### config.mk
export PLATFORM = sky130hd
export DESIGN_NAME = decoder_2_4_stream
export DESIGN_NICKNAME = d
export VERILOG_FILES = /design/src/rtl/decoder_pkg.sv /design/src/rtl/decoder_2_4_stream_fifo2_skid.sv /design/src/rtl/decoder_2_4_stream.sv
export SDC_FILE = /design/constraint.sdc
export NUM_CORES = 1
export LEC_CHECK = 0
export ABC_AREA = 1
export BUFFER_PORTS_ARGS = -buffer_cell sky130_fd_sc_hd__buf_4
export CORE_MARGIN = 2
export CORE_UTILIZATION = 55
export CTS_CLUSTER_DIAMETER = 40
export DETAILED_ROUTE_END_ITERATION = 12
export GPL_TIMING_DRIVEN = 0
export MAX_ROUTING_LAYER = met4
export PLACE_DENSITY = 0.79
export SYNTH_ARGS = -nofsm -noshare
export SYNTH_HDL_FRONTEND = slang
export SYNTH_HIERARCHICAL = 1
export SYNTH_SLANG_ARGS = --single-unit
### constraint.sdc
create_clock -name clk -period 2.3 [get_ports clk]
set_clock_uncertainty 0.2 [all_clocks]
set_input_delay 0.46 -clock clk [delete_from_list [all_inputs] [get_ports clk]]
set_output_delay 0.46 -clock clk [all_outputs]
set_load 0.1 [all_outputs]
### src/rtl/decoder_pkg.sv
// Shared types for the 2-to-4 stream decoder: input code, FIFO entry, one-hot line constants
// and the decode helper used at accept time.
package decoder_pkg;

  typedef struct packed {
    logic [1:0] y;
    logic       v;
  } code_t;

  typedef struct packed {
    logic [3:0] d;
    logic       none;
  } entry_t;

  localparam int         ENTRY_W   = $bits(entry_t);
  localparam logic [1:0] DEPTH     = 2'd2;
  localparam logic [3:0] ONEHOT_L0 = 4'b0001;
  localparam logic [3:0] ONEHOT_L1 = 4'b0010;
  localparam logic [3:0] ONEHOT_L2 = 4'b0100;
  localparam logic [3:0] ONEHOT_L3 = 4'b1000;

  // A v=0 code carries no line; it becomes an all-zero word flagged with none.
  function automatic entry_t decode(input code_t c);
    entry_t e;
    e.none = ~c.v;
    unique case (c.y)
      2'd0:    e.d = ONEHOT_L0;
      2'd1:    e.d = ONEHOT_L1;
      2'd2:    e.d = ONEHOT_L2;
      default: e.d = ONEHOT_L3;
    endcase
    if (!c.v) e.d = 4'b0000;
    return e;
  endfunction

endpackage

### src/rtl/decoder_2_4_stream_fifo2_skid.sv
// Two-entry skid FIFO, head held in a register; 1-cycle latency, full rate.
// wr_rdy depends only on occupancy (< 2), never on rd_rdy.
module fifo2_skid
  import decoder_pkg::*;
(
  input  logic               clk,
  input  logic               rst_n,
  input  logic               wr_vld,
  output logic               wr_rdy,
  input  logic [ENTRY_W-1:0] wr_dat,
  output logic               rd_vld,
  input  logic               rd_rdy,
  output logic [ENTRY_W-1:0] rd_dat
);

  logic [1:0]         occ;
  logic [ENTRY_W-1:0] head_q;
  logic [ENTRY_W-1:0] tail_q;
  logic               push;
  logic               pop;

  assign wr_rdy = (occ < DEPTH);
  assign rd_vld = (occ != 2'd0);
  assign rd_dat = head_q;
  assign push   = wr_vld && wr_rdy;
  assign pop    = rd_vld && rd_rdy;

  always_ff @(posedge clk or negedge rst_n) begin
    if (!rst_n) begin
      occ    <= 2'd0;
      head_q <= '0;
      tail_q <= '0;
    end else begin
      unique case ({push, pop})
        2'b10: begin
          if (occ == 2'd0) head_q <= wr_dat;
          else             tail_q <= wr_dat;
          occ <= occ + 2'd1;
        end
        2'b01: begin
          if (occ == DEPTH) head_q <= tail_q;
          occ <= occ - 2'd1;
        end
        // Push with pop only happens at occupancy 1: the new word replaces the head.
        2'b11:   head_q <= wr_dat;
        default: ;
      endcase
    end
  end

endmodule

### src/rtl/decoder_2_4_stream.sv
// Registered 2-to-4 stream decoder with per-line saturating counters; code accepted at edge t
// appears on out_d after edge t. Two-entry skid buffer, in_ready = occupancy < 2.
module decoder_2_4_stream
  import decoder_pkg::*;
#(
  parameter int CNT_W        = 8,
  parameter bit DROP_INVALID = 1'b0
) (
  input  logic               clk,
  input  logic               rst_n,
  input  logic               in_valid,
  output logic               in_ready,
  input  logic [1:0]         in_y,
  input  logic               in_v,
  output logic               out_valid,
  input  logic               out_ready,
  output logic [3:0]         out_d,
  output logic               out_none,
  input  logic               cnt_clr,
  output logic [4*CNT_W-1:0] hit_cnt,
  output logic [3:0]         hit_sat
);

  code_t             in_code;
  entry_t            in_ent;
  entry_t            head;
  logic [ENTRY_W-1:0] head_raw;
  logic              keep;
  logic              pop;
  logic [CNT_W-1:0]  cnt_q [4];

  assign in_code = '{y: in_y, v: in_v};
  assign in_ent  = decode(in_code);
  // Dropped codes still complete the input handshake; they just never reach the FIFO.
  assign keep    = in_v || !DROP_INVALID;

  fifo2_skid u_fifo (
    .clk    (clk),
    .rst_n  (rst_n),
    .wr_vld (in_valid && keep),
    .wr_rdy (in_ready),
    .wr_dat (in_ent),
    .rd_vld (out_valid),
    .rd_rdy (out_ready),
    .rd_dat (head_raw)
  );

  assign head     = entry_t'(head_raw);
  assign out_d    = head.d;
  assign out_none = head.none;
  assign pop      = out_valid && out_ready;

  always_ff @(posedge clk or negedge rst_n) begin
    if (!rst_n) begin
      for (int i = 0; i < 4; i++) cnt_q[i] <= '0;
    end else if (cnt_clr) begin
      for (int i = 0; i < 4; i++) cnt_q[i] <= '0;
    end else if (pop) begin
      for (int i = 0; i < 4; i++)
        if (out_d[i] && (cnt_q[i] != '1)) cnt_q[i] <= cnt_q[i] + CNT_W'(1);
    end
  end

  for (genvar g = 0; g < 4; g++) begin : g_cnt
    assign hit_cnt[g*CNT_W +: CNT_W] = cnt_q[g];
    assign hit_sat[g]                = (cnt_q[g] == '1);
  end

endmodule

==> results of run 1 <==
metrics by stage:
| stage | hold WS, ns | setup WS (ns) |
|---|---|---|
| 5_1_grt | 0.255 | 0.0147 |
| 2_1_floorplan | -0.0356 | 0.0100 |
| 3_3_place_gp | 0.271 | 0.400 |
| 4_1_cts | 0.248 | 0.0528 |
| 6_report | 0.249 | 0.103 |
| 3_5_place_dp | 0.278 | 0.382 |
worst min-delay path by stage:
stage                                            start                           end  slack, ns  cells after the start
after floorplan                                  rst_n        hit_cnt[0]$_DFFE_PN0P_      -0.04                      0
after global placement    u_fifo/tail_q[1]$_DFFE_PN0P_  u_fifo/tail_q[1]$_DFFE_PN0P_       0.27                      2
after detailed placement  u_fifo/tail_q[2]$_DFFE_PN0P_  u_fifo/tail_q[2]$_DFFE_PN0P_       0.28                      2
after CTS                                      in_y[0]  u_fifo/tail_q[3]$_DFFE_PN0P_       0.25                      4
after global routing                           in_y[0]  u_fifo/tail_q[3]$_DFFE_PN0P_       0.26                      4
final                                          in_y[0]  u_fifo/tail_q[3]$_DFFE_PN0P_       0.25                      4
per-layer routing:
layer  vias up  wire, um  GRT usage, %
met5         -         0             -
met4         0       103          8.85
met3         9       262          5.39
met2        59      2780          37.9
met1      1146      2620          30.6
li1       1277         -             -
repair_timing:
action                                 in CTS  in global routing
endpoints found under the hold margin      44                  0
hold buffers                                1                  0
resized for setup                           0                  4
setup endpoints to repair                   0                  4
layout make-up:
type / instances / area, um2
plain buffers: 4 / 16.3
clock buffers: 8 / 80.1
fillers: 412 / 1430
inverters: 53 / 228
multi-input cells: 267 / 1300
flip-flops and latches: 44 / 1140
well taps: 54 / 67.6
repair buffers: 51 / 400
worst max-delay path: stages, from the launching register on:
cell and delay (ns):
dfrtp_2 0.41, ha_1 0.21, nand2_2 0.08, nor2_2 0.14, nand2_2 0.10, clkinvlp_4 0.08
buf_6 0.21
flip-flops by register name, indices dropped and copies added (netlist names):
signal and cells:
u_fifo/rd_dat 5, u_fifo/occ 2, u_fifo/tail_q 5, hit_cnt 32
power groups by stage:
stage | clock (W) | sequential (W) | combinational [W]
6_report | 0.000474 | 0.000988 | 0.00119
5_1_grt | 0.000518 | 0.00100 | 0.00127
4_1_cts | 0.000480 | 0.000988 | 0.00119
3_5_place_dp | 0 | 0.00100 | 0.00119
3_3_place_gp | 0 | 0.00100 | 0.00117
2_1_floorplan | 0 | 0.00138 | 0.000545
synth_stat cells, types with 2 or more instances:
master	n	area, um2
a21oi_1	6	30.0
buf_1	2	7.51
clkinv_2	3	15.0
clkinv_4	2	17.5
dfrtp_1	44	1100
ha_1	6	75.1
inv_1	46	173
inv_2	2	7.51
nand2_1	128	480
nand2_2	10	62.6
nand2_4	4	45.0
nand3_1	27	135
nand4_1	12	75.1
nor2_1	24	90.1
nor2_2	4	25.0
nor3_1	7	35.0
o21ai_0	12	60.1
o21ai_1	13	65.1
o21ai_2	2	17.5
xor2_1	6	52.6
cell families after synthesis:
group	count (synthesis)	synth area share [%]
flip-flops	44	41.8
buffers and inverters	57	8.70
adder cells (fa/ha/maj)	6	2.85
XOR/XNOR	7	2.33
AND/OR/NAND/NOR	219	37.1
AO/OA/AOI/OAI	35	7.18
==> metrics.md, run 1 <==
| Metric | Value |
|---|---|
| Clock transition at the registers of the reported paths | 0.08 ns |
| Die area | 5360 um2 |
| Worst EP arrival | 1.54 ns |
| Tightest Pin Transition | 0.619 ns |
| First-pass detailed-route iteration total | 5 |
| Number of cells traversed by the worst register-to-register path | 8 |
| Die Y-Extent | 73.2 um |
| Pin count of the biggest net entering global routing | 45 |
| Post-DR vias/cell | 5.18 |
| Horiz. Die Dim | approximately 73 um |
| DP HPWL | 4270 um |
| Post-route minimum period | about 2.2 ns |
| Non-filler cells, final | 481 |
| Peak ir drop on the vdd network | 775 uV |
| Sw Share | approximately half |
| Num Clock Sinks | 44 |
| Critical Path Fanout Max | 5 |
| Critical path capture point | hit_sat[0] |
| Number of DRC markers in iteration 0 | 108 |
| Category of the critical setup timing path | reg -> out |
| RSZ-0062 raised after global routing | no |
| Number of CTS-inserted buffers | 5 |
| Register-to-register setup slack | 0.43 ns |
| Critical path startpoint | hit_cnt[1]$_DFFE_PN0P_ |
| Max Clock Freq | 0.455 GHz |
| Boundary Pins | 51 |
| Synth warnings | 6 |
| Dpl cells | 472 |
| Share of post-route cells with drive strength above 1 | approximately 29% |
| Starting density of the core | 56.5% |
| Total count of max-transition violations in the final report | 0 |
| # port buffers | 50 |
| Via Count | 2491 |
| Final count of hold timing violations | 0 |
| Static Leakage | 1.58 nW |
| Number of nets produced by synthesis | 382 |
| CTS tree | done |
| Antenna violations before repair | 0 |
| Remaining number of nets flagged by the antenna check after routing | 0 |
| Total Routed Length | 5760 um |
| Final design utilization | between 60 and 70% |
| Sequential Power Share | 37.3% |
| Area growth from synthesis to layout | 22.9% |
| Global-route wire length before repair | about 9800 um |
| Final total negative setup slack | 0 ns |
| Clk Tree Root Cell | clkbuf_8 |
| Max-capacitance violation count | 0 |
| Final period utilization | 95.5% |
| Skew-Pair Late Insertion Delay | around 0.30 ns |
| Total power draw | roughly 0.0026 W |
| Portion of the post-synthesis area used by sequential elements | a little over two fifths |
| Sum of overflow across all layers after global routing | 0 |
| Required time at the worst-slack endpoint | 1.64 ns |
| Reg-to-reg critical path startpoint | u_fifo/occ[0]$_DFFE_PN0P_ |
| H-Tree Level Count | 2 |
| Final number of setup-violating endpoints | 0 |
| Slew margin rel. | 58.7% |
| Kind of end point of the critical path | primary output |
| Commonest register cell after synthesis | dfrtp_1 |
| Number of inserted diodes | 0 |
| Synthesized instance count | about 370 |
| Sort of element at the start of the critical path | flop |
| Commonest non-fill, non-tap cell in the layout | nand2_1 |
| Internal portion of total power | 0.00137 W |
| Outcome | completed |
| Proportion of synthesized flip-flops having asynchronous set or reset | 100% |
| Number of global-route vias before repair | 2285 |
| Clock network power share | 17.9% |
| Commonest cells after routing, fill and taps aside | nand2_1 (128), buf_4 (46), inv_1 (42) |
| Placed standard-cell area | 3130 um2 |
| Number of nets in the final layout | 440 |
| Worst Hold Class | in -> reg |
| Count of cell types in the netlist | 28 |
| Design area | 3240 um2 |
| Maximum buffer depth of the clock tree | 2 |
| Global-route total usage across every layer | 24.2% |
| DRC violation count after routing | 0 |
| Critical R2R Capture | hit_cnt[14]$_DFFE_PN0P_ |
| Count of buffers added by post-CTS timing repair for setup | 0 |
| Number of enable flip-flop cells after synthesis | 0 |
| Average routed wire per standard cell | 12.0 um |
| Combinational cell fraction of total power | 44.8% |
| Total standard cell area after synthesis | 2630 um2 |
| Core area | between 4000 and 5000 um2 |
| Post-synthesis area per instance | slightly above 7 um2 |
| Switching Power | 0.00128 W |
| Total power divided by cell area | 819 nW/um2 |
| Number of flip-flops and latches in the synthesized netlist | 44 |
| Final RePlAce weighted congestion | 0.871 |
| Placement Rows | 25 |
(Power assumes the default switching activity.)
==> run 2, diff against run 1 <==
ABC_AREA = 0   (was 1)
CORE_UTILIZATION = 54   (was 55)
==> metrics.md, run 2 <==
| Metric | Value |
|---|---|
| Number of DRC markers in iteration 0 | 62 (was 108) |
| Internal portion of total power | 0.00168 W (was 0.00137 W) |
| Largest register FFs | 32 (unchanged) |
| RSZ-0062 raised after global routing | yes (was no) |
| Placement Rows | 24 (was 25) |
| Category of the critical setup timing path | reg -> reg (was reg -> out) |
| Cell taking the most area after synthesis | dfrtp_1 (unchanged) |
| Filler cells | 348 (was 412) |
| Number of flip-flops and latches in the synthesized netlist | 44 (unchanged) |
| Sort of element at the start of the critical path | flop (unchanged) |
| Commonest register cell after synthesis | dfrtp_1 (unchanged) |
| Count of cell types in the netlist | 35 (was 28) |
| Area of the multi-input gates | 1320 um2 (was 1300 um2) |
| Final RePlAce weighted congestion | 0.773 (was 0.871) |
| Number of nets in the final layout | 301 (was 440) |
| Kind of end point of the critical path | flop (was primary output) |
| Die Y-Extent | 70.7 um (was 73.2 um) |
| Die area | 4990 um2 (was 5360 um2) |
| CTS tree | done (unchanged) |
| Boundary Pins | 51 (unchanged) |
| Post-synth top area share | 45.9% (was 41.8%) |
| Worst setup slack after layout | 0.0344 ns (was 0.103 ns) |
| Global-route wire length before repair | 8340 um (was 9760 um) |
| Post-route minimum period | 2.27 ns (was 2.20 ns) |
| Horiz. Die Dim | 70.7 um (was 73.2 um) |
| Placed standard-cell area | 2960 um2 (was 3130 um2) |
| Worst hold path depth | 2 (was 4) |
| Maximum buffer depth of the clock tree | 2 (unchanged) |
| Design area | 3140 um2 (was 3240 um2) |
| Commonest non-fill, non-tap cell in the layout | buf_4 (was nand2_1) |
| Number of global-route vias before repair | 1854 (was 2285) |
| Number of nets produced by synthesis | 238 (was 382) |
| Number of enable flip-flop cells after synthesis | 0 (unchanged) |
| Worst EP arrival | 2.25 ns (was 1.54 ns) |
| Max Clock Freq | 0.441 GHz (was 0.455 GHz) |
| Sum of overflow across all layers after global routing | 0 (unchanged) |
| Core area | 4320 um2 (was 4660 um2) |
| Most instantiated cells after synthesis | dfrtp_1 (44), nor2_1 (31), xor2_1 (16) (was nand2_1 (128), inv_1 (46), dfrtp_1 (44)) |
| Area growth from synthesis to layout | 30.7% (was 22.9%) |
| Final total negative setup slack | 0 ns (unchanged) |
| Sequential Power Share | 34.0% (was 37.3%) |
| Endpoint of the worst hold path | hit_cnt[27]$_DFFE_PN0P_ (was u_fifo/tail_q[3]$_DFFE_PN0P_) |
| Register-to-register setup slack | 0.03 ns (was 0.43 ns) |
| Outcome | completed (unchanged) |
| Global-route total usage across every layer | 21.5% (was 24.2%) |
| Commonest cells after routing, fill and taps aside | buf_4 (53), nor2_1 (27), dfrtp_2 (27) (was nand2_1 (128), buf_4 (46), inv_1 (42)) |
| Most numerous cell in the Yosys netlist | dfrtp_1 (was nand2_1) |
| Pin count of the biggest net entering global routing | 45 (unchanged) |
| Portion of the post-synthesis area used by sequential elements | 45.9% (was 41.8%) |
| Synthesized instance count | 224 (was 368) |
| Critical R2R Capture | u_fifo/rd_dat[1]$_DFFE_PN0P_ (was hit_cnt[14]$_DFFE_PN0P_) |
| Skew-Pair Late Insertion Delay | 0.30 ns (about the same) |
| Peak ir drop on the vdd network | 1060 uV (was 775 uV) |
| Final period utilization | 98.5% (was 95.5%) |
| Switching Power | 0.00131 W (was 0.00128 W) |
| Final number of setup-violating endpoints | 0 (unchanged) |
| Final count of hold timing violations | 0 (unchanged) |
| Combinational cell fraction of total power | 46.2% (was 44.8%) |
| Remaining number of nets flagged by the antenna check after routing | 0 (unchanged) |
| Share of post-route cells with drive strength above 1 | 46.5% (was 28.6%) |
| Critical Path Fanout Max | 5 (unchanged) |
| DP HPWL | 3610 um (was 4270 um) |
| Synth warnings | 6 (unchanged) |
| Setup WS pre-CTS | -0.223 ns (was 0.382 ns) |
| Starting density of the core | 55.5% (was 56.5%) |
| Post-DR vias/cell | 5.65 (was 5.18) |
| DRC violation count after routing | 0 (unchanged) |
| Hold_sp | cnt_clr (was in_y[0]) |
| Average routed wire per standard cell | 14.9 um (was 12.0 um) |
| Proportion of synthesized flip-flops having asynchronous set or reset | 100% (unchanged) |
| Max-capacitance violation count | 0 (unchanged) |
| Sw Share | 43.9% (was 48.2%) |
| Total standard cell area after synthesis | 2400 um2 (was 2630 um2) |
| Num Clock Sinks | 44 (unchanged) |
| Post-synthesis area per instance | 10.7 um2 (was 7.15 um2) |
| Total Routed Length | 5070 um (was 5760 um) |
| Clock network power share | 19.8% (was 17.9%) |
| Slew margin rel. | 63.0% (was 58.7%) |
| # port buffers | 50 (unchanged) |
| Clk Tree Root Cell | clkbuf_8 (unchanged) |
| Reg-to-reg critical path startpoint | u_fifo/occ[0]$_DFFE_PN0P_ (unchanged) |
| Antenna violations before repair | 0 (unchanged) |
| Total count of max-transition violations in the final report | 0 (unchanged) |
| Via Count | 1922 (was 2491) |
| Final design utilization | 72.5% (was 69.4%) |
| First-pass detailed-route iteration total | 4 (was 5) |
| H-Tree Level Count | 2 (unchanged) |
| Total power divided by cell area | 953 nW/um2 (was 819 nW/um2) |
| Clock transition at the registers of the reported paths | 0.08 ns (about the same) |
| Required time at the worst-slack endpoint | 2.29 ns (was 1.64 ns) |
| Static Leakage | 1.41 nW (was 1.58 nW) |
| Register area | 1160 um2 (was 1140 um2) |
| Tightest Pin Transition | 0.555 ns (was 0.619 ns) |
| Dominant cells by area after synthesis | dfrtp_1 (46%), xor2_1 (5.8%), nor2_1 (4.8%) (was dfrtp_1 (42%), nand2_1 (18%), inv_1 (6.6%)) |
| Critical path startpoint | u_fifo/occ[0]$_DFFE_PN0P_ (was hit_cnt[1]$_DFFE_PN0P_) |
| Number of inserted diodes | 0 (unchanged) |
| Number of CTS-inserted buffers | 5 (unchanged) |
| Number of cells traversed by the worst register-to-register path | 7 (was 8) |
| Worst Hold Class | in -> reg (unchanged) |
run 2: routing by layer:
| layer | up-vias | track usage (%) | wire length [um] |
|---|---|---|---|
| li1 | 940 | - | - |
| met1 | 939 | 25.4 | 2280 |
| met2 | 37 | 37.0 | 2520 |
| met3 | 6 | 4.42 | 206 |
| met4 | 0 | 6.92 | 61 |
| met5 | - | - | 0 |
run 2: how the worst max path moves through the flow:
stage | to | slack (ns) | cells past startpoint
2_1_floorplan | u_fifo/rd_dat[1]$_DFFE_PN0P_ | -0.28 | 8
3_3_place_gp | u_fifo/rd_dat[0]$_DFFE_PN0P_ | -0.21 | 8
3_5_place_dp | u_fifo/rd_dat[1]$_DFFE_PN0P_ | -0.22 | 8
4_1_cts | u_fifo/rd_dat[1]$_DFFE_PN0P_ | 0.009 | 7
5_1_grt | u_fifo/rd_dat[3]$_DFFE_PN0P_ | -0.02 | 7
6_report | u_fifo/rd_dat[1]$_DFFE_PN0P_ | 0.03 | 7
run 2: power by group through the flow:
| stage | Sequential (W) | Clock (W) | Combinational, W |
|---|---|---|---|
| after global routing | 0.00104 | 0.000625 | 0.00146 |
| after detailed placement | 0.00106 | 0 | 0.00131 |
| after global placement | 0.00105 | 0 | 0.00129 |
| after CTS | 0.00102 | 0.000600 | 0.00139 |
| final | 0.00102 | 0.000591 | 0.00138 |
| after floorplan | 0.00149 | 0 | 0.000611 |
run 2: logic make-up (layout without fill, tap and decap cells):
kind of cell	count (synthesis)	count (layout)	synth area share, %
xor+xnor	21	21	7.66
flops	44	44	45.9
simple gates	90	90	21.6
mux	19	19	9.49
compound gates	36	36	10.2
buf+inv	8	72	1.98
fa+ha+maj	6	6	3.13
run 2: final cells by class:
type | instances | area share [%]
buffer | 3 | 0.678
clock buffer | 6 | 2.31
clock inverter | 2 | 1.12
inverter | 4 | 0.599
multi-input combinational | 172 | 42.2
sequential | 44 | 36.9
tap | 52 | 2.08
timing repair buffer | 57 | 14.1
run 2: per-stage QoR:
stage,total power [W],std cells,hold WS [ns]
floorplan,0.00210,224,-0.0356
global placement,0.00234,326,0.269
detailed placement,0.00237,326,0.279
CTS,0.00300,339,0.157
global route,0.00312,340,0.157
finish,0.00299,340,0.160
run 2: critical path, stage by stage, from the launching register on:
cell     delay (ns)
dfrtp_2        0.41
or2_4          0.27
nand2_4        0.07
inv_2          0.04
ha_4           0.15
or3b_4         0.37
a22oi_4        0.32
mux2_4         0.33
run 2: what timing repair did:
action | 4_1_cts | 5_1_grt
hold endpoints to repair | 44 | 0
hold buffers | 1 | 0
setup buffers | 5 | 1
resized for setup | 1 | 4
cloned | 0 | 0
endpoints found under the setup margin | 7 | 8
pin swaps | 3 | 2
==> run 3, diff against run 2 <==
CORE_MARGIN = 10   (was 2)
CORE_UTILIZATION = 40   (was 54)
PLACE_DENSITY = not set   (was 0.79)
==> metrics.md, run 3 (synthesized netlist as in run 2, its figures left out) <==
| Metric | Value |
|---|---|
| Static Leakage | 1.41 nW (about the same) |
| Non-filler cells, final | 363 (was 340) |
| Area growth from synthesis to layout | 32.8% (was 30.7%) |
| Kind of end point of the critical path | flop (unchanged) |
| Critical path's largest stage delay | 0.41 ns (about the same) |
| Total Routed Length | 5440 um (was 5070 um) |
| Average routed wire per standard cell | 15.0 um (was 14.9 um) |
| Core area | 5890 um2 (was 4320 um2) |
| Worst setup slack after layout | 0.0479 ns (was 0.0344 ns) |
| Peak ir drop on the vdd network | 724 uV (was 1060 uV) |
| Sort of element at the start of the critical path | flop (unchanged) |
| Antenna violations before repair | 0 (unchanged) |
| Post-route minimum period | 2.25 ns (was 2.27 ns) |
| Global-route total usage across every layer | 12.1% (was 21.5%) |
| Final total negative setup slack | 0 ns (unchanged) |
| Die Y-Extent | 97.5 um (was 70.7 um) |
| Post-DR vias/cell | 5.23 (was 5.65) |
| Placement Rows | 28 (was 24) |
| Via Count | 1898 (was 1922) |
| Clk Tree Root Cell | clkbuf_8 (unchanged) |
| Required time at the worst-slack endpoint | 2.28 ns (was 2.29 ns) |
| First-pass detailed-route iteration total | 4 (unchanged) |
| Final RePlAce weighted congestion | 0.782 (was 0.773) |
| Category of the critical setup timing path | reg -> reg (unchanged) |
| Count of buffering cells on the critical path with inverters included | 1 (unchanged) |
| RSZ-0062 raised after global routing | yes (unchanged) |
| Max Clock Freq | 0.444 GHz (was 0.441 GHz) |
| Worst EP arrival | 2.24 ns (was 2.25 ns) |
| Setup WS pre-CTS | -0.239 ns (was -0.223 ns) |
| Number of CTS-inserted buffers | 5 (unchanged) |
| Commonest cells after routing, fill and taps aside | buf_4 (52), nor2_1 (27), dfrtp_2 (27) (was buf_4 (53), nor2_1 (27), dfrtp_2 (27)) |
| Tightest Pin Transition | 0.574 ns (was 0.555 ns) |
| Dpl cells | 349 (was 326) |
| Outcome | completed (unchanged) |
| Skew-Pair Late Insertion Delay | 0.29 ns (was 0.30 ns) |
| DP HPWL | 4000 um (was 3610 um) |
| Final count of hold timing violations | 0 (unchanged) |
| H-Tree Level Count | 2 (unchanged) |
| Share of post-route cells with drive strength above 1 | 47.6% (was 46.5%) |
| Worst Hold Class | in -> reg (unchanged) |
| DRC violation count after routing | 0 (unchanged) |
| CTS tree | done (unchanged) |
| Commonest non-fill, non-tap cell in the layout | buf_4 (unchanged) |
| Sum of overflow across all layers after global routing | 0 (unchanged) |
| Starting density of the core | 40.8% (was 55.5%) |
| Ordered cell list for the critical path | or2_4 -> nand2_4 -> inv_4 -> ha_4 -> or3b_4 -> a22oi_4 -> mux2_4 (was or2_4 -> nand2_4 -> inv_2 -> ha_4 -> or3b_4 -> a22oi_4 -> mux2_4) |
| Final period utilization | 97.9% (was 98.5%) |
| Clock transition at the registers of the reported paths | 0.08 ns (about the same) |
| Largest register FFs | 32 (unchanged) |
| Critical-path top delay cell | dfrtp_2 (unchanged) |
| Horiz. Die Dim | 97.5 um (was 70.7 um) |
| Kind of cell adding the most delay to the critical path | simple AND/OR/NAND/NOR gates (unchanged) |
| Pin count of the biggest net entering global routing | 45 (unchanged) |
| Boundary Pins | 51 (unchanged) |
| Total count of max-transition violations in the final report | 0 (unchanged) |
| Total power divided by cell area | 937 nW/um2 (was 953 nW/um2) |
| Critical Path Fanout Max | 5 (unchanged) |
| Number of nets in the final layout | 301 (unchanged) |
| Slew margin rel. | 61.7% (was 63.0%) |
| Max-capacitance violation count | 0 (unchanged) |
| Num Clock Sinks | 44 (unchanged) |
| Maximum buffer depth of the clock tree | 2 (unchanged) |
| Global-route wire length before repair | 9580 um (was 8340 um) |
| Number of inserted diodes | 0 (unchanged) |
| # port buffers | 50 (unchanged) |
| Number of DRC markers in iteration 0 | 132 (was 62) |
| Number of global-route vias before repair | 1925 (was 1854) |
| Die area | 9500 um2 (was 4990 um2) |
| Remaining number of nets flagged by the antenna check after routing | 0 (unchanged) |
| Final number of setup-violating endpoints | 0 (unchanged) |
-- run 3: cell count changes in the layout (fill, tap and decap cells not counted) --
cell     previous run  this run
buf_8               0         2
ha_1                4         2
ha_2                0         2
buf_4              53        52
buf_6               3         2
inv_2               1         0
inv_4               0         1
nand3_1             4         3
nand3_2             1         2
-- run 3: timing repair --
| item | CTS | global route |
|---|---|---|
| gates resized for setup | 2 | 10 |
| hold buffers | 1 | 0 |
| cloned | 0 | 0 |
| pin swaps | 4 | 1 |
| hold endpoints to repair | 44 | 0 |
| setup buffers | 5 | 1 |
| setup endpoints to repair | 8 | 9 |
-- run 3: final timing paths --
path	startpoint	endpoint	slack, ns	depth (start not counted)
max	u_fifo/occ[0]$_DFFE_PN0P_	u_fifo/rd_dat[2]$_DFFE_PN0P_	0.05	7
min	cnt_clr	hit_cnt[27]$_DFFE_PN0P_	0.16	2
max reg2reg	u_fifo/occ[0]$_DFFE_PN0P_	u_fifo/rd_dat[2]$_DFFE_PN0P_	0.05	7
min reg2reg	u_fifo/tail_q[2]$_DFFE_PN0P_	u_fifo/tail_q[2]$_DFFE_PN0P_	0.30	1
max in group asynchronous	rst_n	hit_cnt[25]$_DFFE_PN0P_	0.96	2
min in group asynchronous	rst_n	hit_cnt[29]$_DFFE_PN0P_	0.50	2
-- run 3: power by group --
part           total (W)  internal [W]  switching (W)
Clock           0.000586      0.000323       0.000263
Combinational    0.00139      0.000442       0.000945
Sequential       0.00102      0.000911       0.000104
Total            0.00299       0.00168        0.00131
-- run 3: stage by stage --
stage          power (W)  hold WS (ns)  util, %  area [um2]
5_1_grt          0.00316         0.144     54.2        3190
6_report         0.00299         0.155     54.2        3190
2_1_floorplan    0.00210       -0.0356        -        2520
3_5_place_dp     0.00238         0.275     50.8        2990
3_3_place_gp     0.00237         0.269     50.8        2990
4_1_cts          0.00302         0.145     53.4        3140
-- run 3: area by class of cell --
class	instances	area, um2
flip-flops and latches	44	1160
inverters	4	21.3
fillers	538	2700
clock buffers	6	72.6
multi-input cells	172	1330
well taps	75	93.8
clock inverters	2	35.0
plain buffers	3	21.3
repair buffers	57	453
-- run 3: metal layers --
| layer | wire, um | GRT usage [%] |
|---|---|---|
| met2 | 2460 | 18.1 |
| met3 | 279 | 3.56 |
| met5 | 0 | - |
| met4 | 45 | 3.58 |
| met1 | 2660 | 15.4 |
